### src/rtl/timetag_pkg.sv
// Shared timetag definitions: sample geometry and the packed timetag sample layout.
package timetag_pkg;

    localparam int unsigned SAMPLE_BYTES_DEF = 6;
    localparam int unsigned SAMPLE_W         = 8 * SAMPLE_BYTES_DEF;
    localparam int unsigned TIMER_W          = 44;
    localparam int unsigned LASER_W          = 4;

    typedef struct packed {
        logic [LASER_W-1:0] laser_en;
        logic [TIMER_W-1:0] timer;
    } timetag_t;

    // Saturating 8-bit increment used by the drop counter.
    function automatic logic [7:0] sat_inc8(input logic [7:0] v);
        return (v == 8'hFF) ? v : v + 8'd1;
    endfunction

endpackage

### src/rtl/sample_demultiplexer_if.sv
// Byte-in / sample-out bus of the sample demultiplexer; master = upstream/consumer side.
interface sample_demultiplexer_if #(
    parameter int unsigned SAMPLE_BYTES = timetag_pkg::SAMPLE_BYTES_DEF
);
    logic                      byte_avail;
    logic [7:0]                byte_data;
    logic                      byte_ack;
    logic                      flush;
    logic                      sample_rdy;
    logic [8*SAMPLE_BYTES-1:0] sample;
    logic                      sample_ack;
    logic [2:0]                byte_index;
    logic [7:0]                drop_count;

    modport master (
        output byte_avail, byte_data, flush, sample_ack,
        input  byte_ack, sample_rdy, sample, byte_index, drop_count
    );

    modport slave (
        input  byte_avail, byte_data, flush, sample_ack,
        output byte_ack, sample_rdy, sample, byte_index, drop_count
    );
endinterface

### src/rtl/sample_demultiplexer.sv
// Reassembles an LSB-first byte stream into SAMPLE_BYTES-wide timetag samples.
// Optional partial-sample timeout is enabled by defining SAMPLE_DEMUX_TIMEOUT_EN.
module sample_demultiplexer
    import timetag_pkg::*;
#(
    parameter int unsigned SAMPLE_BYTES   = SAMPLE_BYTES_DEF,
    parameter int unsigned TIMEOUT_CYCLES = 1024
) (
    input  logic                 clk,
    input  logic                 rst_n,
    sample_demultiplexer_if.slave bus
);

    localparam int unsigned SW   = 8 * SAMPLE_BYTES;
    localparam int unsigned AW   = 8 * (SAMPLE_BYTES - 1);
    localparam int unsigned LAST = SAMPLE_BYTES - 1;

    logic [2:0]    idx_q;
    logic [AW-1:0] asm_q;
    logic [SW-1:0] sample_q;
    logic          rdy_q;
    logic [7:0]    drop_q;

    logic last_c;
    logic byte_ack_c;
    logic xfer_c;
    logic timeout_c;

    // Stall only when the completing byte would overwrite an unconsumed sample.
    assign last_c     = (idx_q == 3'(LAST));
    assign byte_ack_c = bus.byte_avail && !bus.flush &&
                        !(last_c && rdy_q && !bus.sample_ack);
    assign xfer_c     = bus.byte_avail && byte_ack_c;

`ifdef SAMPLE_DEMUX_TIMEOUT_EN
    localparam int unsigned CW = $clog2(TIMEOUT_CYCLES) + 1;

    logic [CW-1:0] idle_q;

    assign timeout_c = (idx_q != 3'd0) && (idle_q == CW'(TIMEOUT_CYCLES - 1));

    // Idle counter runs only while a partial sample is pending.
    always_ff @(posedge clk or negedge rst_n) begin
        if (!rst_n) begin
            idle_q <= '0;
        end else if (xfer_c || bus.flush || timeout_c || idx_q == 3'd0) begin
            idle_q <= '0;
        end else begin
            idle_q <= idle_q + CW'(1);
        end
    end
`else
    assign timeout_c = 1'b0;
`endif

    // Byte assembly, partial-sample discard and drop accounting.
    always_ff @(posedge clk or negedge rst_n) begin
        if (!rst_n) begin
            idx_q    <= 3'd0;
            asm_q    <= '0;
            sample_q <= '0;
            drop_q   <= 8'd0;
        end else if (bus.flush) begin
            idx_q <= 3'd0;
            if (idx_q != 3'd0) begin
                drop_q <= sat_inc8(drop_q);
            end
        end else if (xfer_c) begin
            if (last_c) begin
                sample_q <= {bus.byte_data, asm_q};
                idx_q    <= 3'd0;
            end else begin
                asm_q[8*int'(idx_q) +: 8] <= bus.byte_data;
                idx_q                     <= idx_q + 3'd1;
            end
        end else if (timeout_c) begin
            idx_q  <= 3'd0;
            drop_q <= sat_inc8(drop_q);
        end
    end

    // Output-register occupancy; a completing byte wins over a same-cycle ack.
    always_ff @(posedge clk or negedge rst_n) begin
        if (!rst_n) begin
            rdy_q <= 1'b0;
        end else if (xfer_c && last_c) begin
            rdy_q <= 1'b1;
        end else if (bus.sample_ack) begin
            rdy_q <= 1'b0;
        end
    end

    assign bus.byte_ack   = byte_ack_c;
    assign bus.sample_rdy = rdy_q;
    assign bus.sample     = sample_q;
    assign bus.byte_index = idx_q;
    assign bus.drop_count = drop_q;

endmodule
### src/flat_wrapper.sv
// flat-port wrapper written by rule: the top's interface ports become plain ports
module sample_demultiplexer_flat import timetag_pkg::*;
#(
    parameter int unsigned SAMPLE_BYTES   = SAMPLE_BYTES_DEF,
    parameter int unsigned TIMEOUT_CYCLES = 1024
)
  (clk, rst_n, bus_byte_avail, bus_byte_data, bus_flush, bus_sample_ack, bus_byte_ack, bus_sample_rdy, bus_sample, bus_byte_index, bus_drop_count);
  sample_demultiplexer_if #(.SAMPLE_BYTES(SAMPLE_BYTES)) bus_i ();
  input  logic clk;
  input  logic rst_n;
  input wire logic [$bits(bus_i.byte_avail)-1:0] bus_byte_avail;
  input wire logic [$bits(bus_i.byte_data)-1:0] bus_byte_data;
  input wire logic [$bits(bus_i.flush)-1:0] bus_flush;
  input wire logic [$bits(bus_i.sample_ack)-1:0] bus_sample_ack;
  output wire logic [$bits(bus_i.byte_ack)-1:0] bus_byte_ack;
  output wire logic [$bits(bus_i.sample_rdy)-1:0] bus_sample_rdy;
  output wire logic [$bits(bus_i.sample)-1:0] bus_sample;
  output wire logic [$bits(bus_i.byte_index)-1:0] bus_byte_index;
  output wire logic [$bits(bus_i.drop_count)-1:0] bus_drop_count;
  assign bus_i.byte_avail = bus_byte_avail;
  assign bus_i.byte_data = bus_byte_data;
  assign bus_i.flush = bus_flush;
  assign bus_i.sample_ack = bus_sample_ack;
  assign bus_byte_ack = bus_i.byte_ack;
  assign bus_sample_rdy = bus_i.sample_rdy;
  assign bus_sample = bus_i.sample;
  assign bus_byte_index = bus_i.byte_index;
  assign bus_drop_count = bus_i.drop_count;
  sample_demultiplexer #(.SAMPLE_BYTES(SAMPLE_BYTES), .TIMEOUT_CYCLES(TIMEOUT_CYCLES)) u_core (.clk(clk), .rst_n(rst_n), .bus(bus_i));
endmodule
### config.mk
export PLATFORM = sky130hd
export DESIGN_NAME = sample_demultiplexer_flat
export DESIGN_NICKNAME = d
export VERILOG_FILES = /design/src/rtl/timetag_pkg.sv /design/src/rtl/sample_demultiplexer_if.sv /design/src/rtl/sample_demultiplexer.sv /design/src/flat_wrapper.sv
export SDC_FILE = /design/constraint.sdc
export NUM_CORES = 1
export LEC_CHECK = 0
export BUFFER_PORTS_ARGS = -buffer_cell sky130_fd_sc_hd__buf_2
export CORE_ASPECT_RATIO = 1.75
export CORE_MARGIN = 8
export CORE_UTILIZATION = 45
export CTS_CLUSTER_SIZE = 10
export DETAILED_ROUTE_END_ITERATION = 12
export PLACE_DENSITY = 0.66
export RECOVER_POWER = 100
export SETUP_SLACK_MARGIN = 0.15
export SLEW_MARGIN = 10
export SYNTH_ARGS = -nofsm -noshare
export SYNTH_HDL_FRONTEND = slang
export SYNTH_SLANG_ARGS = --single-unit
### constraint.sdc
create_clock -name clk -period 5.5 [get_ports clk]
set_input_delay 0.825 -clock clk [delete_from_list [all_inputs] [get_ports clk]]
set_output_delay 0.825 -clock clk [all_outputs]
set_load 0.01 [all_outputs]
; ---- Yosys cells after proc, flatten, opt, wreduce, memory -nomap -nowiden
; Cells that the tools add are included.
[classes]
addsub = 3
n_eq_ne = 2
n_shift = 2
muxes = 6
bitwise = 3
reduce_logical = 15
[ops]
columns = operator, n
row1 = 40-bit bitwise mux, 1
row2 = 8-bit by 33-bit variable shift with 40-bit output (first input constant), 1
row3 = 8-bit by 33-bit variable part select with 40-bit output, 1
row4 = 6-bit negator with 33-bit output, 1
row5 = 3-bit 2-to-1 mux, 3
row6 = 3-bit AND reduction, 3
row7 = 8-bit by 1-bit adder with 8-bit output (second input constant), 1
row8 = 8-bit == test (second input constant), 1
row9 = 1-bit logical AND, 6
row10 = 2-bit nonzero test, 2
row11 = 3-bit by 1-bit adder with 3-bit output (second input constant), 1
row12 = 3-bit == test (second input constant), 1
row13 = 1-bit zero test, 3
row14 = 1-bit NOT, 3
row15 = 3-bit nonzero test, 1
row16 = 1-bit 2-to-1 mux, 2
[word_totals]
regBits = 100
in_bits = 13
out_inout_bits = 61
word_cells = 36

; ---- Longest topological paths before layout
; Gate-level depths: netlist (run 1).
[logic_depth]
ltp_word = 8
mapped_depth = 9
ltp_nobuf = 7

; ---- Worst setup path after synthesis (run 1)
; Ideal clock, no wire load.
[synth_timing]
path_kind = reg2reg
from = register u_core.idx_q[0] (netlist: u_core.bus.byte_index[0])
to = register u_core.asm_q[30]
setup_ns = 0.083
t_arrival_ns = 2.137
required_ns = 5.417
setup_slack_ns = 3.281
stages_incl_launch_ff = 10
path_buffers = 2
synth_period_minus_slack_ns = 2.219
path_cell_list = dfrtp_1 buf_2 inv_1 ha_1 ha_1 nand2_1 nor4b_4 buf_2 nand3_1 o21ai_0
[synth_via]
elab_chain_cells = 7
elab_cells_between_ends = 12
classes_between = add/sub (1) / eq/ne (1) / shift (2) / mux (1) / bitwise (1) / reduce/logical (6)
[synth_lines]
columns = item, line
row1 = start: declaration, sample_demultiplexer.sv:18  ; logic [2:0] idx_q;
row2 = start signal: assignment, sample_demultiplexer.sv:74  ; idx_q <= idx_q + 3'd1;
row3 = branches (longest 7 deep; another with 6-bit negator with 33-bit output), --
row4 = end signal: indexed assignment, sample_demultiplexer.sv:73  ; asm_q[8*int'(idx_q) +: 8] <= bus.byte_data;
row5 = end: declaration, sample_demultiplexer.sv:19  ; logic [AW-1:0] asm_q;
; Parallel ways; which one is timed is not known.
; A chain may end at the register's enable or synchronous reset.

; ---- Final worst setup path (run 1)
[layout_timing]
from = register u_core.idx_q[0] (netlist: u_core.bus.byte_index[0])
to = register u_core.sample_q[24] (netlist: u_core.bus.sample[24])
[layout_via]
elab_chain_cells = 7
[layout_lines]
columns = item, line
row1 = 3-bit == test (*), sample_demultiplexer.sv:30  ; assign last_c = (idx_q == 3'(LAST));
row2 = 1-bit logical AND (2 in series), sample_demultiplexer.sv:32  ; !(last_c && rdy_q && !bus.sample_ack);
row3 = 1-bit zero test, sample_demultiplexer.sv:32
row4 = 1-bit logical AND, sample_demultiplexer.sv:31  ; assign byte_ack_c = bus.byte_avail && !bus.flush &&
row5 = 1-bit logical AND, sample_demultiplexer.sv:33  ; assign xfer_c = bus.byte_avail && byte_ack_c;
row6 = 3-bit AND reduction (no line) (*), --
row7 = end signal: assignment, sample_demultiplexer.sv:70  ; sample_q <= {bus.byte_data, asm_q};
row8 = end: declaration, sample_demultiplexer.sv:20  ; logic [SW-1:0] sample_q;
; Mark *: on every way between the ends. The rest lies on a longest branch, timed or not.

==> summary.txt, run 1 <==
Synthesis
  – Synth area leader: dfrtp_1
  – Compound-Gate Fraction of Synth Area: 0.0569
  – Area contributors post-synth: dfrtp_1, mux2_2, mux2_1, o21ai_0, nand2_1
  – Post-synth ARST share: 1.00
  – Simple-Gate Fraction of Synth Area: 0.128
  – Adder-cell share of the synthesized area: 0.0237
  – Register area share after synthesis: 0.593
  – Share of the synthesized area in the top cell type: 0.593
  – Synth warnings: 0
  – Syn avg cell area: ~12 µm²
  – Cells after Synth: 348
  – Synthesized Nets: about 370
  – Dominant register cell in the synthesized netlist: dfrtp_1
  – Post-synth top cells: dfrtp_1, nand2_1, mux2_2
  – Mapped Area: ~4200 µm²
  – Register bit total from synthesis: 100
  – Netlist cell types: 38
  – Main combinational cell family by area after synthesis: multiplexers
  – Most frequent cell after synthesis: dfrtp_1
  – Synth Area in XOR/XNOR: 0.00830
  – Post-synth EDFFs: 0
  – Mux cell area share after synthesis: 0.155

Critical path
  – Worst path bufs/invs: 1
  – Crit path max fanout: 32
  – Worst r2r src: u_core.bus.byte_index[0]
  – Slowest cell on crit path: clkbuf_1
  – Crit path to: u_core.bus.sample[24]
  – WP data required: 5.73 ns
  – Crit-path cells: ha_1 -> nand2_1 -> nor3b_4 -> clkbuf_1 -> mux2_2
  – Slowest cell delay on critical path: around 1.3 ns
  – Crit path arrival time: around 4.1 ns
  – Crit-path leading delay family: buffers and inverters
  – CP endpoint kind: flop
  – Reg2Reg Depth: 5
  – Stages on worst setup path: 5
  – Crit Reg-Reg Endpoint: u_core.bus.sample[24]
  – Setup crit start: u_core.bus.byte_index[0]
  – Crit path launch type: flop
  – Setup CP Type: reg -> reg
  – Register-to-register setup slack: between 1.5 and 2 ns

GRT
  – Antenna violations before repair: 0
  – First-pass GRT wire length: 15000 µm
  – Vias in the first global route: approximately 2800
  – GR Overflow Total: 0
  – GR Util All Layers: 0.157
  – Largest net degree at the start of global routing: just under 60

Final layout
  – Share of cells above drive strength 1: 0.157
  – Ant diodes: 0
  – # fillers: 888
  – Area Growth Syn to Fin: 16.0%
  – Fin nets: between 400 and 500
  – Finished Layout Cells: 548

Route
  – Final WL: around 9300 µm
  – 1st-pass router iterations: 4
  – Number of nets with antenna violations after routing: 0
  – Avg WL per Cell: approximately 17 µm
  – Starting DRT DRC Count: 110
  – Vias per cell: 5.06
  – DRC viols: 0
  – Via count: roughly 2800

Power
  – Power Density: approximately 350 nW/µm²
  – Peak VDD IR: 282 µV
  – Leakage: roughly 2.3 nW

STA
  – Highest Clock Rate: 0.256 GHz
  – Final Hold Viols: 0
  – Setup TNS Final: 0 ns
  – RSZ-0062 raised after global routing: false
  – Clk_skew: ~0.006 ns
  – Fin crit share: 0.709
  – Pins over their slew limit: roughly 110
  – Worst-margin pin slew: roughly 3.1 ns
  – Final Setup Violations: 0
  – Min cycle time layout: 3.90 ns
  – WHS: about 0.48 ns
  – Worst rel slew slack: -1.09

Clock network
  – Postcts setup bufs: 0
  – CTS tree: built
  – Cts repair resizes: 0
  – CTS Buffer Depth: 2
  – # H-tree levels: 3
  – CTS clock-pin slew for the worst setup and hold paths: around 0.070 ns
  – Num CTS Buffers: 9
  – Root Buffer: clkbuf_16
  – TritonCTS Sinks: 100
  – Hold-fix buffers, CTS: 0
  – Clk Latency, worst-skew pair: approximately 0.34 ns

Min path
  – Cells on Worst Hold Path: 2
  – Hold Path Class: reg -> reg

Floorplanning
  – Die height: approximately 140 µm
  – Effective utilization at floorplan: 0.454
  – Core ar.: ~9300 µm²
  – Die ar.: about 13000 µm²
  – IO Pins: between 70 and 80
  – Die X: between 80 and 90 µm
  – Site Rows: 47

Placement
  – DP Cell Count: ~530
  – Port bufs: 73
  – Placer Congestion: 0.877
  – Detailed Place HPWL: ~6800 µm

Flow run
  – Max-cap viol count: 3

Outcome
  – Status: finished, violations left
  – Failing checks: max-capacitance violations, max-slew violations
final cells by class:
cell class              instances  area (µm²)  share of cell area
clock buffers                  11         233              0.0475
clock inverters                 5        83.8              0.0171
inverters                      20        75.1              0.0153
multi-input cells             215        1550               0.316
flip-flops and latches        100        2500               0.511
well taps                     122         153              0.0312
repair buffers                 75         299              0.0611
routing by layer:
metal	vias to the layer above	GRT usage	wire (µm)
li1	1339	-	-
met2	63	0.271	4960
met3	11	0.0427	523
met5	-	0	0
met1	1360	0.178	3680
met4	0	0.0600	168
cells in the final DEF, fill, tap and decap left out, drive strengths merged:
master / Yosys / routed
mux2i: 1 / 1
nor3: 3 / 3
o21a: 1 / 1
a21boi: 2 / 2
a21oi: 3 / 3
xnor2: 3 / 3
xor2: 1 / 1
nor3b: 2 / 2
ha: 8 / 8
nor4: 2 / 2
nor2b: 3 / 3
clkinvlp: 0 / 2
dfrtp: 100 / 100
o2111ai: 1 / 1
inv: 20 / 21
a22oi: 1 / 1
mux2: 57 / 57
nand3: 16 / 16
nand2: 39 / 39
nand3b: 2 / 2
o21ai: 36 / 36
nand2b: 3 / 3
buf: 10 / 12
and3: 9 / 9
and3b: 1 / 1
nand4: 6 / 6
and4: 1 / 1
a31oi: 1 / 1
nor2: 12 / 12
bufinv: 0 / 2
clkbuf: 3 / 74
nor4b: 1 / 1
worst register-to-register path, cell delays in order (launching register included):
cell      delay, ns
dfrtp_1        0.65
ha_1           0.35
nand2_1        0.20
nor3b_4        0.78
clkbuf_1       1.35
mux2_2         0.46
power by group:
part           internal, mW  switching [mW]
Sequential            0.803          0.0570
Combinational        0.0712           0.113
Clock                 0.401           0.272
Total                  1.27           0.442
worst min path at each step:
stage                               start                    end
finish                    u_core.asm_q[5]        u_core.asm_q[5]
detailed placement  u_core.bus.sample[40]  u_core.bus.sample[40]
global placement         u_core.asm_q[32]       u_core.asm_q[32]
floorplan                u_core.asm_q[32]       u_core.asm_q[32]
CTS                      u_core.asm_q[36]       u_core.asm_q[36]
global route        u_core.bus.sample[43]  u_core.bus.sample[43]
metrics by stage:
stage,instance area [µm²],utilization,setup slack [ns],power (mW)
after CTS,5000,0.538,2.51,1.75
after global routing,4890,0.527,1.26,1.79
final,4890,0.527,1.60,1.72
after detailed placement,4680,0.504,2.54,1.07
after global placement,4680,0.504,2.60,1.06
after floorplan,4220,-,3.28,0.973
sequential cells by signal (all words and copies together) (netlist names):
signal / flops
u_core.bus.sample_rdy: 1
u_core.bus.sample: 48
u_core.asm_q: 40
u_core.bus.byte_index: 3
u_core.bus.drop_count: 8
kinds of logic (layout without fill, tap and decap cells):
logic type               after synthesis  count (layout)
XOR/XNOR                               4               4
buffers and inverters                 33             111
flip-flops                           100             100
adder cells (fa/ha/maj)                8               8
AND/OR/NAND/NOR                      100             100
AO/OA/AOI/OAI                         45              45
multiplexers                          58              58
Power figures use the tool's default switching activity.
==> run 2, diff against run 1 <==
clock period = 3.6 ns   (was 5.5 ns; I/O delays follow)
==> run 2 against run 1 <==
- the flow still finishes with violations (max-capacitance violations, max-slew violations)
- setup slack got worse by 0.87 ns
- largest cell class unchanged
- utilization rose by 0.067 points
- sequential power rose by 53%
==> summary.txt, run 2 (synthesis gave the netlist of run 1 again) <==
Power
  – Leakage: 2.36 nW (was 2.35 nW)
  – Peak VDD IR: 349 µV (was 282 µV)
  – Power Density: 532 nW/µm² (was 351 nW/µm²)

STA
  – Pins over their slew limit: 77 (was 109)
  – Final Setup Violations: 0 (unchanged)
  – RSZ-0062 raised after global routing: false (unchanged)
  – Worst-margin pin slew: 1.78 ns (was 3.14 ns)
  – Min cycle time layout: 2.87 ns (was 3.90 ns)
  – Fin crit share: 0.796 (was 0.709)
  – Worst rel slew slack: -0.186 (was -1.09)
  – Highest Clock Rate: 0.349 GHz (was 0.256 GHz)
  – Clk_skew: 0.00632 ns (was 0.00610 ns)
  – Setup TNS Final: 0 ns (unchanged)
  – Setup ws final: 0.734 ns (was 1.60 ns)
  – Final Hold Viols: 0 (unchanged)

Critical path
  – Stages on worst setup path: 7 (was 5)
  – Worst path most repeated cell: ha_1
  – Crit path max fanout: 16 (was 32)
  – Crit path to: u_core.asm_q[27] (was u_core.bus.sample[24])
  – Register-to-register setup slack: 0.73 ns (was 1.60 ns)
  – Worst r2r src: u_core.bus.byte_index[0] (unchanged)
  – Setup crit start: u_core.bus.byte_index[0] (unchanged)
  – Crit-path cells: inv_1 -> ha_1 -> ha_1 -> nand2_1 -> nor4b_2 -> nand3_1 -> o21ai_0 (was ha_1 -> nand2_1 -> nor3b_4 -> clkbuf_1 -> mux2_2)
  – WP data required: 3.85 ns (was 5.73 ns)
  – Reg2Reg Depth: 7 (was 5)
  – Setup CP Type: reg -> reg (unchanged)
  – CP endpoint kind: flop (unchanged)
  – Crit-path leading delay family: simple AND/OR/NAND/NOR gates (was buffers and inverters)
  – Crit path arrival time: 3.12 ns (was 4.12 ns)
  – Slowest cell on crit path: nor4b_2 (was clkbuf_1)
  – Crit path launch type: flop (unchanged)
  – Crit Reg-Reg Endpoint: u_core.asm_q[27] (was u_core.bus.sample[24])
  – Worst path bufs/invs: 1 (unchanged)
  – Slowest cell delay on critical path: 0.93 ns (was 1.34 ns)

Floorplanning
  – Die height: 144 µm (unchanged)
  – Core ar.: 9290 µm² (unchanged)
  – Site Rows: 47 (unchanged)
  – Die ar.: 12900 µm² (unchanged)
  – Effective utilization at floorplan: 0.454 (unchanged)
  – IO Pins: 74 (unchanged)
  – Die X: 89.2 µm (unchanged)

Final layout
  – Final Cell Area: 4900 µm² (was 4890 µm²)
  – Fin nets: 444 (was 442)
  – Most frequent cells in the layout: dfrtp_1, clkbuf_1, nand2_1 (unchanged)
  – Ant diodes: 0 (unchanged)
  – Share of cells above drive strength 1: 0.162 (was 0.157)
  – Area Growth Syn to Fin: 16.2% (was 16.0%)
  – Max FFs per register: 48 (unchanged)
  – Commonest non-fill, non-tap cell in the layout: dfrtp_1 (unchanged)

Clock network
  – Root Buffer: clkbuf_16 (unchanged)
  – CTS Buffer Depth: 2 (unchanged)
  – Cts repair resizes: 0 (unchanged)
  – Num CTS Buffers: 9 (unchanged)
  – Hold-fix buffers, CTS: 0 (unchanged)
  – Clk Latency, worst-skew pair: 0.34 ns (about the same)
  – CTS tree: built (unchanged)
  – # H-tree levels: 3 (unchanged)
  – TritonCTS Sinks: 100 (unchanged)
  – CTS clock-pin slew for the worst setup and hold paths: 0.06 ns (was 0.07 ns)
  – Postcts setup bufs: 0 (unchanged)

Route
  – Avg WL per Cell: 17.0 µm (about the same)
  – 1st-pass router iterations: 4 (unchanged)
  – Final WL: 9350 µm (was 9330 µm)
  – Starting DRT DRC Count: 113 (was 110)
  – Vias per cell: 5.10 (was 5.06)
  – Number of nets with antenna violations after routing: 0 (unchanged)
  – Via count: 2802 (was 2773)
  – DRC viols: 0 (unchanged)

GRT
  – First-pass GRT wire length: 15200 µm (was 15000 µm)
  – GR Overflow Total: 0 (unchanged)
  – Largest net degree at the start of global routing: 77 (was 59)
  – Antenna violations before repair: 0 (unchanged)
  – Vias in the first global route: 2907 (was 2818)
  – GR Util All Layers: 0.158 (was 0.157)

Flow run
  – Max-cap viol count: 1 (was 3)

Placement
  – Dpl cell area: 4700 µm² (was 4680 µm²)
  – Placer Congestion: 0.886 (was 0.877)
  – Port bufs: 73 (unchanged)
  – Detailed Place HPWL: 6820 µm (was 6780 µm)
  – Worst slack, placed: 1.00 ns (was 2.54 ns)

Outcome
  – Failing checks: max-capacitance violations, max-slew violations (unchanged)
  – Status: finished, violations left (unchanged)

Min path
  – Hold Path Class: in -> reg (was reg -> reg)
[run 2: how the worst min path moves through the flow]
stage                         startpoint                        to  slack [ns]  cells past startpoint
floorplan                          rst_n           u_core.asm_q[0]        0.24                      0
global placement    u_core.bus.sample[2]      u_core.bus.sample[2]        0.46                      1
detailed placement  u_core.bus.sample[2]      u_core.bus.sample[2]        0.47                      1
CTS                                rst_n     u_core.bus.sample[24]        0.37                      1
global route                   bus_flush  u_core.bus.byte_index[1]        0.46                      2
finish                         bus_flush  u_core.bus.byte_index[2]        0.45                      2
[run 2: where the power goes]
part,internal [mW],switching (mW),leakage (nW),total (mW)
Clock,0.624,0.389,0.156,1.01
Combinational,0.109,0.173,0.897,0.282
Sequential,1.23,0.0877,1.31,1.32
Total,1.96,0.650,2.36,2.61
[run 2: per-stage QoR]
| step | hold slack, ns | instances | util | total power [mW] |
|---|---|---|---|---|
| finish | 0.450 | 549 | 0.527 | 2.61 |
| global placement | 0.462 | 534 | 0.506 | 1.62 |
| floorplan | 0.244 | 348 | - | 1.49 |
| detailed placement | 0.471 | 534 | 0.506 | 1.64 |
| global route | 0.464 | 549 | 0.527 | 2.73 |
| CTS | 0.370 | 549 | 0.540 | 2.65 |
[run 2: final cells by class]
cell class	count	area (µm²)
Fill cell	910	4390
Sequential cell	100	2500
Multi-Input combinational cell	215	1550
Timing Repair Buffer	77	305
Clock buffer	11	243
Tap cell	122	153
Inverter	20	75.1
Clock inverter	4	73.8
[run 2: metal layers]
layer  share of wire  GRT usage  vias up
li1                -          -     1339
met2            0.54      0.266       67
met4           0.022     0.0758        0
met1            0.39      0.182     1383
met3           0.049     0.0381       13
met5               0          0        -
==> run 3, diff against run 2 <==
PLACE_DENSITY = 0.69   (was 0.66)
clock period = 2.61 ns   (was 3.6 ns; I/O delays follow)
==> run 3 against run 2 <==
- the run now ends clean
- design area rose by 0.71%
- combinational power is 41% higher
- sequential share of layout area is 0.36 points lower
- clock-buffer cell count shrank 1
- routed wire length decreased by 0.46%
==> summary.txt, run 3 (synthesis gave the netlist of run 1 again) <==
Final layout
  – Commonest non-fill, non-tap cell in the layout: dfrtp_1 (unchanged)
  – Ant diodes: 0 (unchanged)
  – Final core occ: 0.531 (was 0.527)
  – Share of cells above drive strength 1: 0.174 (was 0.162)
  – Max FFs per register: 48 (unchanged)
  – Fin nets: 448 (was 444)
  – Most frequent cells in the layout: dfrtp_1, clkbuf_1, nand2_1 (unchanged)
  – Area Growth Syn to Fin: 17.0% (was 16.2%)

Route
  – Number of nets with antenna violations after routing: 0 (unchanged)
  – 1st-pass router iterations: 4 (unchanged)
  – Via count: 2874 (was 2802)
  – Final WL: 9310 µm (was 9350 µm)
  – Vias per cell: 5.20 (was 5.10)
  – DRC viols: 0 (unchanged)
  – Starting DRT DRC Count: 136 (was 113)
  – Avg WL per Cell: 16.8 µm (was 17.0 µm)

Min path
  – Cells on Worst Hold Path: 2 (unchanged)
  – HP Start: bus_flush (unchanged)
  – Hold Path Class: in -> reg (unchanged)
  – Worst hold endpoint: u_core.bus.byte_index[0] (was u_core.bus.byte_index[2])

Floorplanning
  – Effective utilization at floorplan: 0.454 (unchanged)
  – Die X: 89.2 µm (unchanged)
  – Site Rows: 47 (unchanged)
  – IO Pins: 74 (unchanged)
  – Core ar.: 9290 µm² (unchanged)
  – Die height: 144 µm (unchanged)
  – Die ar.: 12900 µm² (unchanged)

Outcome
  – Status: finished, final reports clean (was finished, violations left)

Power
  – Power Density: 712 nW/µm² (was 532 nW/µm²)
  – Leakage: 2.38 nW (was 2.36 nW)
  – Peak VDD IR: 418 µV (was 349 µV)

GRT
  – Antenna violations before repair: 0 (unchanged)
  – GR Overflow Total: 0 (unchanged)
  – GR Util All Layers: 0.156 (was 0.158)
  – Largest net degree at the start of global routing: 53 (was 77)
  – Vias in the first global route: 2977 (was 2907)
  – First-pass GRT wire length: 15300 µm (was 15200 µm)

Clock network
  – Hold-fix buffers, CTS: 0 (unchanged)
  – CTS tree: built (unchanged)
  – Clk Latency, worst-skew pair: 0.34 ns (about the same)
  – Num CTS Buffers: 9 (unchanged)
  – Root Buffer: clkbuf_16 (unchanged)
  – TritonCTS Sinks: 100 (unchanged)
  – # H-tree levels: 3 (unchanged)
  – Cts repair resizes: 0 (unchanged)
  – CTS clock-pin slew for the worst setup and hold paths: 0.06 ns (about the same)
  – CTS Buffer Depth: 2 (unchanged)

Placement
  – Detailed Place HPWL: 6750 µm (was 6820 µm)
  – Placer Congestion: 0.855 (was 0.886)
  – Port bufs: 73 (unchanged)

Critical path
  – Setup CP Type: reg -> reg (unchanged)
  – Crit path max fanout: 9 (was 16)
  – Reg2Reg Depth: 6 (was 7)
  – Crit Reg-Reg Endpoint: u_core.asm_q[19] (was u_core.asm_q[27])
  – Worst r2r src: u_core.bus.byte_index[1] (was u_core.bus.byte_index[0])
  – Setup crit start: u_core.bus.byte_index[1] (was u_core.bus.byte_index[0])
  – Crit path arrival time: 2.49 ns (was 3.12 ns)
  – WP data required: 2.83 ns (was 3.85 ns)
  – Register-to-register setup slack: 0.34 ns (was 0.73 ns)
  – CP endpoint kind: flop (unchanged)
  – Crit path launch type: flop (unchanged)

STA
  – Worst-margin pin slew: 1.29 ns (was 1.78 ns)
  – Setup TNS Final: 0 ns (unchanged)
  – Fin crit share: 0.870 (was 0.796)
  – Final Setup Violations: 0 (unchanged)
  – Final Hold Viols: 0 (unchanged)
  – Pins over their slew limit: 0 (was 77)
  – WHS: 0.304 ns (was 0.450 ns)
  – Worst rel slew slack: 0.142 (was -0.186)
  – Highest Clock Rate: 0.440 GHz (was 0.349 GHz)
  – Clk_skew: 0.00933 ns (was 0.00632 ns)
  – RSZ-0062 raised after global routing: false (unchanged)
  – Min cycle time layout: 2.27 ns (was 2.87 ns)

Flow run
  – Max-cap viol count: 0 (was 1)
## run 3: cell count changes in the layout (fill, tap and decap cells not counted), sizes merged
cell      delta
buf          +5
bufinv       -1
clkbuf       -2
clkinv       +1
clkinvlp     +1
## run 3: through the flow
step	setup WS (ns)	cells	instance area, µm²	power (mW)
after floorplan	0.391	348	4220	2.05
after global placement	0.478	537	4750	2.24
after detailed placement	0.355	537	4750	2.26
after CTS	0.337	552	5040	3.57
after global routing	0.185	553	4940	3.67
final	0.338	553	4940	3.51
## run 3: where the power goes
| part | switching [mW] | total [mW] | internal [mW] |
|---|---|---|---|
| sequential | 0.123 | 1.82 | 1.69 |
| combinational | 0.241 | 0.397 | 0.156 |
| clock | 0.544 | 1.30 | 0.758 |
## run 3: area by class of cell
class	instances	area, µm²
Clock buffer	10	239
Clock inverter	5	52.6
Fill cell	892	4360
Inverter	20	75.1
Multi-Input combinational cell	215	1550
Sequential cell	100	2500
Tap cell	122	153
Timing Repair Buffer	81	365
## run 3: layer usage
layer | global-route usage | up-vias | share of wire
met1 | 0.178 | 1436 | 0.40
met2 | 0.265 | 70 | 0.53
met4 | 0.0670 | 0 | 0.017
li1 | - | 1359 | -
met3 | 0.0421 | 9 | 0.057
met5 | 0 | - | 0
## run 3: critical path, cell delays in order (launching register included)
cell	delay [ns]
dfrtp_1	0.53
inv_1	0.12
ha_1	0.23
ha_1	0.39
nand3_1	0.15
nor3_4	0.36
mux2_2	0.39
## run 3: how the worst max path moves through the flow
| stage | endpoint | slack, ns | cells past startpoint |
|---|---|---|---|
| final | u_core.asm_q[19] | 0.34 | 6 |
| after global placement | u_core.asm_q[20] | 0.48 | 6 |
| after detailed placement | u_core.asm_q[2] | 0.36 | 7 |
| after floorplan | u_core.asm_q[30] | 0.39 | 9 |
| after CTS | u_core.asm_q[2] | 0.34 | 7 |
| after global routing | u_core.asm_q[5] | 0.18 | 7 |
## run 3: what timing repair did
item,CTS,global route
setup buffers,0,1
setup endpoints to repair,0,8
endpoints found under the hold margin,0,0
